==> config.mk <==
export PLATFORM = sky130hd
export DESIGN_NAME = mant_mul_seq
export DESIGN_NICKNAME = d
export VERILOG_FILES = /design/src/rtl/fp_pkg.sv /design/src/rtl/mant_mul_seq_add.sv /design/src/rtl/mant_mul_seq.sv
export SDC_FILE = /design/constraint.sdc
export NUM_CORES = 1
export LEC_CHECK = 0
export BUFFER_PORTS_ARGS = -buffer_cell sky130_fd_sc_hd__buf_4
export CORE_MARGIN = 1
export CORE_UTILIZATION = 45
export DETAILED_ROUTE_END_ITERATION = 10
export PLACE_DENSITY = 0.8
export SYNTH_ARGS = -nofsm -noshare
export SYNTH_HDL_FRONTEND = slang
export SYNTH_SLANG_ARGS = --single-unit
==> constraint.sdc <==
create_clock -name clk_i -period 13.37 [get_ports clk_i]
set_clock_uncertainty 0.15 [all_clocks]
set_input_delay 0.6685 -clock clk_i [delete_from_list [all_inputs] [get_ports clk_i]]
set_output_delay 0.6685 -clock clk_i [all_outputs]
set_load 0.02 [all_outputs]
==> src/rtl/fp_pkg.sv <==
// Shared floating-point datapath definitions.
//   mul_state_t : sequential mantissa multiplier states
//   MANT_W_SP   : single-precision mantissa width, hidden bit included
//   MANT_W_DP   : double-precision mantissa width, hidden bit included
package fp_pkg;

   typedef enum logic [1:0] {
      IDLE,
      RUN,
      DONE
   } mul_state_t;

   localparam int unsigned MANT_W_SP = 24;
   localparam int unsigned MANT_W_DP = 53;

endpackage

==> src/rtl/mant_mul_seq_add.sv <==
// Partial-product adder for the shift-and-add mantissa multiplier.
// A WIDTH-bit ripple-carry chain of full-adder cells with carry-in tied low.
// Ports:
//   a_i    : running high partial product
//   b_i    : gated multiplicand
//   s_o    : WIDTH-bit sum
//   cout_o : carry out of the top cell
module mul_step_add #(
   parameter int unsigned WIDTH = 24
) (
   input  logic [WIDTH-1:0] a_i,
   input  logic [WIDTH-1:0] b_i,
   output logic [WIDTH-1:0] s_o,
   output logic             cout_o
);

   logic [WIDTH:0] carry;

   assign carry[0] = 1'b0;

   for (genvar i = 0; i < WIDTH; i++) begin : g_fa
      assign s_o[i]       = a_i[i] ^ b_i[i] ^ carry[i];
      assign carry[i + 1] = (a_i[i] & b_i[i]) | (carry[i] & (a_i[i] ^ b_i[i]));
   end

   assign cout_o = carry[WIDTH];

endmodule

==> src/rtl/mant_mul_seq.sv <==
// Sequential unsigned mantissa multiplier, WIDTH x WIDTH -> 2*WIDTH.
// One shared ripple adder performs a shift-and-add step per cycle for WIDTH cycles.
// Ports:
//   clk_i, rst_i              : clock, asynchronous active-high reset
//   in_valid_i / in_ready_o   : operand handshake (in_a_i, in_b_i sampled on accept)
//   out_valid_o / out_ready_i : product handshake, out_p_o held until accepted
//   busy_o                    : high while computing or holding a result
module mant_mul_seq
   import fp_pkg::*;
#(
   parameter int unsigned WIDTH = MANT_W_SP
) (
   input  logic                 clk_i,
   input  logic                 rst_i,
   input  logic                 in_valid_i,
   output logic                 in_ready_o,
   input  logic [WIDTH-1:0]     in_a_i,
   input  logic [WIDTH-1:0]     in_b_i,
   output logic                 out_valid_o,
   input  logic                 out_ready_i,
   output logic [2*WIDTH-1:0]   out_p_o,
   output logic                 busy_o
);

   localparam int unsigned CntW = $clog2(WIDTH);
   localparam logic [CntW-1:0] CntLast = CntW'(WIDTH - 1);

   mul_state_t       state_q, state_d;
   logic [WIDTH-1:0] mcand_q, mcand_d;
   logic [WIDTH-1:0] acc_q, acc_d;
   logic [WIDTH-1:0] mplr_q, mplr_d;
   logic [CntW-1:0]  cnt_q, cnt_d;

   logic [WIDTH-1:0] addend;
   logic [WIDTH-1:0] sum;
   logic             cout;

   // Multiplier LSB gates the multiplicand into the adder.
   assign addend = mplr_q[0] ? mcand_q : '0;

   mul_step_add #(
      .WIDTH (WIDTH)
   ) u_step_add (
      .a_i    (acc_q),
      .b_i    (addend),
      .s_o    (sum),
      .cout_o (cout)
   );

   always_comb begin
      state_d = state_q;
      mcand_d = mcand_q;
      acc_d   = acc_q;
      mplr_d  = mplr_q;
      cnt_d   = cnt_q;
      unique case (state_q)
         IDLE: begin
            if (in_valid_i) begin
               mcand_d = in_a_i;
               mplr_d  = in_b_i;
               acc_d   = '0;
               cnt_d   = '0;
               // Zero operand: the product is known, skip the WIDTH steps.
               if (in_a_i == '0 || in_b_i == '0) begin
                  mplr_d  = '0;
                  state_d = DONE;
               end else begin
                  state_d = RUN;
               end
            end
         end
         RUN: begin
            // {acc, mplr} <= {cout, sum, mplr} >> 1
            acc_d  = {cout, sum[WIDTH-1:1]};
            mplr_d = {sum[0], mplr_q[WIDTH-1:1]};
            cnt_d  = cnt_q + 1'b1;
            if (cnt_q == CntLast) begin
               state_d = DONE;
            end
         end
         DONE: begin
            if (out_ready_i) begin
               state_d = IDLE;
            end
         end
         default: state_d = IDLE;
      endcase
   end

   always_ff @(posedge clk_i or posedge rst_i) begin
      if (rst_i) begin
         state_q <= IDLE;
         mcand_q <= '0;
         acc_q   <= '0;
         mplr_q  <= '0;
         cnt_q   <= '0;
      end else begin
         state_q <= state_d;
         mcand_q <= mcand_d;
         acc_q   <= acc_d;
         mplr_q  <= mplr_d;
         cnt_q   <= cnt_d;
      end
   end

   // Outputs decode from state only; partial products never reach out_p_o.
   assign in_ready_o  = (state_q == IDLE);
   assign out_valid_o = (state_q == DONE);
   assign busy_o      = (state_q != IDLE);
   assign out_p_o     = (state_q == DONE) ? {acc_q, mplr_q} : '0;

endmodule

==> qor.csv, run 1 <==
metric,value,unit
grt_pass1_vias,3248,
drive_gt1_share,30.7,%
setup-violations-final,0,
cts-htree-levels,3,
die_w,99.5,µm
path_clk_slew,0.08,ns
cts_tree,done,
dp_worst_setup_slack,2.78,ns
start_util,46.3,%
grt_pass1_wl,15600,µm
cap_violations,0,
synth-async-reset-ratio,100,%
nets,560,
hpwl,6610,µm
wire_per_inst,15.2,µm
grt_use_total,20.2,%
ir_drop,0.117,mV
finalHoldViolations,0,
crit_path_max_fanout,26,
io_buffers,102,
rsz0062_at_grt,false,
crit_required,13.43,ns
cts_resized,0,
synth.distinct_cells,29,
ys_seq_elements,79,
num_rows,35,
crit_slowest_cell,dfrtp_1,
finalCriticalPeriod,10.54,ns
slew_viol_final,0,
synth.largest_area_cell,dfrtp_1,
cts_buffer_depth,2,
synth_top_flop_cell,dfrtp_1,
worst_pin_slew,1.25,ns
holdBufCountCts,0,
drt-total-wl,9380,µm
syn-cell-area,0.00428,mm²
grt_start_max_net_pins,80,
finalWorstSetupSlack,2.83,ns
syn_avg_cell_area,11.0,µm²
fmaxAchievable,94.8,MHz
dieArea,0.00989,mm²
synthCells,390,
dr.pass1.iters,4,
ant_nets,0,
synth_area_leaders,"dfrtp_1, fa_1, and2_1, mux2_2, a22o_1",
hp-class,register to register,
grt-ovfl-total,0,
clock_sinks,79,
power_density,233,mW/mm²
place_inst,601,
p_leak,2.55,nW
insertion_delay,0.35,ns
critPathLaunchType,register,
outcome,finished clean,
fp.coreArea,0.00924,mm²
drc,0,
dr.first_iter.drc_count,149,
vias,3184,
die_h,99.5,µm
fin_crit_sh,78.9,%
final_util,57.8,%
synth-edff-count,0,
layoutNonFillerInstCount,617,
slowest_delay,0.83,ns
numCtsBuffers,9,
cts_root_buf,clkbuf_8,
yosys_warnings,0,
crit_type,register to register,
gp_congestion,0.782,
crit_top_cell,fa_1,
ys_seq_area_share,46.2,%
slew_headroom,16.1,%
pin_count,103,
total_power,1.25,mW
post-cts-setup-buffers,0,
antenna_found_initial,0,
cp-end-kind,register,
tns,0,ns
areaGrowthSynthToFinish,24.8,%
syn-num-nets,467,
antenna_cells,0,
vias_per_cell,5.16,
arrival,10.60,ns
synth_top_area_share,46.2,%
[critical path, delay by kind of cell, from the launching register on]
kind	cells	cell delay [ns]
AND/OR/NAND/NOR	1	0.22
adder cells (fa/ha/maj)	24	8.68
buffers and inverters	7	0.45
flip-flops	1	0.83
AO/OA/AOI/OAI	1	0.08
[layout by cell type (no fill, tap or decap), types with 2 or more instances in the layout]
master and instances:
a22o_1 29, bufinv_16 3, inv_1 27, buf_4 105
mux2_2 24, nor4_1 12, a21o_1 24, o21ai_0 26
clkbuf_8 10, clkbuf_1 3, and2_1 53, dfrtp_1 79
nand4_1 3, nor2_1 3, ha_1 2, fa_1 23
nand2_1 47
[sequential cells by signal, indices dropped and copies added, names as in the netlist]
signal   cells
state_q      2
cnt_q        5
mcand_q     24
acc_q       24
mplr_q      24
[synthesized netlist by cell type (2+ instances only)]
| library cell | n |
|---|---|
| fa_1 | 23 |
| nand2_1 | 47 |
| nand4_1 | 3 |
| buf_6 | 5 |
| o21ai_0 | 26 |
| buf_2 | 6 |
| clkbuf_1 | 12 |
| nor4_1 | 12 |
| nor2_1 | 4 |
| inv_1 | 28 |
| a21o_1 | 24 |
| mux2_2 | 24 |
| ha_1 | 2 |
| a22o_1 | 29 |
| dfrtp_1 | 79 |
| and2_1 | 53 |
[where the power goes]
| part | switching (mW) | total, mW | internal [mW] |
|---|---|---|---|
| logic | 0.304 | 0.581 | 0.277 |
| clock network | 0.0870 | 0.217 | 0.130 |
| registers | 0.0909 | 0.448 | 0.357 |
| total | 0.482 | 1.25 | 0.764 |
[final cells by class]
| type | instances | area, µm² |
|---|---|---|
| fillers | 780 | 3900 |
| multi-input cells | 259 | 2060 |
| flip-flops and latches | 79 | 1980 |
| repair buffers | 105 | 788 |
| well taps | 129 | 161 |
| clock buffers | 13 | 149 |
| inverters | 29 | 110 |
| clock inverters | 3 | 90.1 |
[kinds of logic after synthesis]
group	count (synthesis)	synth area share, %
and+or+nand+nor	126	16.1
buffers and inverters	52	5.62
AOI/OAI and AO/OA	83	14.1
xor gates and xnor gates	1	0.205
muxes	24	6.32
DFF	79	46.2
adders and majority gates	25	11.4
[per-layer routing]
| layer | track usage [%] | share of wire (%) | up-vias |
|---|---|---|---|
| met5 | 0 | 0 | - |
| met4 | 6.67 | 1.1 | 0 |
| met3 | 3.02 | 3.7 | 8 |
| met2 | 33.9 | 49 | 82 |
| met1 | 27.1 | 46 | 1596 |
| li1 | - | - | 1498 |
[stage by stage]
stage | area (µm²) | hold slack [ns]
final | 5340 | 0.347
after global routing | 5340 | 0.364
after CTS | 5340 | 0.346
after detailed placement | 5100 | 0.335
after global placement | 5100 | 0.321
after floorplan | 4280 | 0.301
[final timing paths]
check,end,depth (start not counted),slack (ns),from
max,acc_q[22],33,2.83,mplr_q[0]
min,cnt_q[4],1,0.35,cnt_q[4]
max reg2reg,acc_q[22],33,2.83,mplr_q[0]
min reg2reg,cnt_q[4],1,0.35,cnt_q[4]
max in group asynchronous,mplr_q[16],3,11.97,rst_i
min in group asynchronous,mplr_q[6],3,0.45,rst_i
(Power assumes the default switching activity.)
==> inputs of run 2 (changes only) <==
- clock period: 13.37 -> 10.55 ns (I/O delays scaled with it)
==> run 2 against run 1 <==
Against the previous run: clock-buffer cell count is 2 lower; sequential power is 24% higher; fmax is 5.3% higher; highest routed layer unchanged; largest power group unchanged; critical endpoint unchanged.
==> qor.csv, run 2 (synthesis results as in run 1) <==
metric,value,unit,change
nets,561,,+0.18%
cts_buffer_depth,2,,unchanged
antenna_cells,0,,unchanged
io_buffers,102,,unchanged
tns,0,ns,unchanged
layout_commonest_cell,buf_4,,
areaGrowthSynthToFinish,23.2,%,
vias,3184,,unchanged
cts_resized,0,,unchanged
hold_path_end,mplr_q[8],,
slew_viol_final,0,,unchanged
start_util,46.3,%,unchanged
critPathLaunchType,register,,
total_power,1.50,mW,+20%
setup-violations-final,0,,unchanged
p_leak,2.52,nW,-1.1%
dr.pass1.iters,4,,unchanged
cts_root_buf,clkbuf_8,,
rsz0062_at_grt,false,,
die_w,99.5,µm,unchanged
cts_tree,done,,
num_rows,35,,unchanged
fmaxAchievable,99.9,MHz,+5.3%
hp-class,input pin to register,,
p_sw,0.602,mW,+25%
slew_headroom,18.2,%,+2.1 points
regToRegEndpoint,acc_q[22],,
die_h,99.5,µm,unchanged
power.share.switching,40.2,%,+1.5 points
dr.first_iter.drc_count,174,,+17%
crit_top_cell,fa_1,,
clock_power_share,13.0,%,-4.4 points
hold_slack,0.234,ns,-0.114 ns
grt_pass1_wl,15400,µm,-1.3%
grt_pass1_vias,3196,,-1.6%
path_clk_slew,0.08,ns,about the same
clock_sinks,79,,unchanged
holdBufCountCts,0,,unchanged
antenna_found_initial,0,,unchanged
crit_slowest_cell,fa_1,,
p_int,0.894,mW,+17%
reg2reg_depth,32,,-3.0%
crit_required,10.60,ns,-2.83 ns
crit_type,register to register,,
min_from,in_b_i[8],,
cts-htree-levels,3,,unchanged
numCtsBuffers,9,,unchanged
drt-total-wl,9160,µm,-2.3%
ir_drop,0.135,mV,+15%
worst_pin_slew,1.22,ns,-0.0310 ns
p_comb_share,49.9,%,+3.2 points
hpwl,6650,µm,+0.63%
crit_path_max_fanout,25,,-3.8%
drc,0,,unchanged
ant_nets,0,,unchanged
ff2ff_setup_slack,0.54,ns,-2.29 ns
gp_congestion,0.768,,-1.8%
finalCriticalPeriod,10.01,ns,-0.530 ns
dieArea,0.00989,mm²,unchanged
finalHoldViolations,0,,unchanged
layout_common_cells,"buf_4, dfrtp_1, and2_1",,
slowest_delay,0.47,ns,-0.36 ns
arrival,10.07,ns,-0.53 ns
fin_crit_sh,94.9,%,+16 points
drive_gt1_share,31.1,%,+0.41 points
cap_violations,0,,unchanged
largestRegisters,"acc_q x24, mcand_q x24, mplr_q x24",,
fp.coreArea,0.00924,mm²,unchanged
p_seq_share,37.1,%,+1.2 points
pin_count,103,,unchanged
timing.rr.start,mplr_q[0],,
grt-ovfl-total,0,,unchanged
grt_use_total,19.8,%,-0.41 points
wire_per_inst,14.8,µm,-2.3%
cp-end-kind,register,,
insertion_delay,0.35,ns,about the same
grt_start_max_net_pins,80,,unchanged
hold_depth,2,,+1
finalWorstSetupSlack,0.536,ns,-2.29 ns
post-cts-setup-buffers,0,,unchanged
dp_worst_setup_slack,0.515,ns,-2.26 ns
vias_per_cell,5.16,,unchanged
power_density,284,mW/mm²,+22%
outcome,finished clean,,
-- run 2: cell count changes in the layout (fill, tap and decap cells not counted), sizes merged --
cell      delta
buf          +1
bufinv       -3
clkinvlp     +1
clkbuf       -2
clkinv       +3
-- run 2: worst max-delay path by stage --
stage                      to      start  slack (ns)  depth (start not counted)
floorplan           acc_q[22]  mplr_q[0]        0.72                         33
global placement    acc_q[22]  mplr_q[0]        0.71                         32
detailed placement  acc_q[22]  mplr_q[0]        0.52                         32
CTS                 acc_q[22]  mplr_q[0]        0.49                         32
global route        acc_q[22]  mplr_q[0]        0.08                         32
finish              acc_q[22]  mplr_q[0]        0.54                         32
-- run 2: final cells by class --
type,count,area (µm²)
fillers,784,3970
multi-input cells,259,2060
flip-flops and latches,79,1980
repair buffers,106,796
well taps,129,161
clock buffers,11,141
inverters,29,110
clock inverters,4,22.5
-- run 2: through the flow --
stage / utilization (%) / instance area (µm²) / instances
2_1_floorplan: - / 4280 / 390
3_3_place_gp: 55.2 / 5100 / 602
3_5_place_dp: 55.2 / 5100 / 602
4_1_cts: 57.0 / 5270 / 617
5_1_grt: 57.0 / 5270 / 617
6_report: 57.0 / 5270 / 617
-- run 2: power groups by stage --
stage / clock, mW / combinational (mW) / sequential [mW]
after floorplan: 0 / 0.606 / 0.524
after CTS: 0.199 / 0.756 / 0.556
after global routing: 0.214 / 0.840 / 0.575
after detailed placement: 0 / 0.754 / 0.561
after global placement: 0 / 0.725 / 0.553
final: 0.195 / 0.746 / 0.555
-- run 2: layer usage --
metal	vias up	global-route usage (%)	share of wire [%]
met4	0	6.45	1.4
li1	1510	-	-
met1	1567	25.8	45
met5	-	4.10	0
met2	92	33.7	49
met3	15	2.88	5.4
-- run 2: critical path: cells and delay by family, from the launching register on --
kind                     cells  cell delay [ns]
AO/OA/AOI/OAI                1             0.08
adder cells (fa/ha/maj)     23             8.53
buffers and inverters        7             0.67
flip-flops                   1             0.35
AND/OR/NAND/NOR              1             0.11
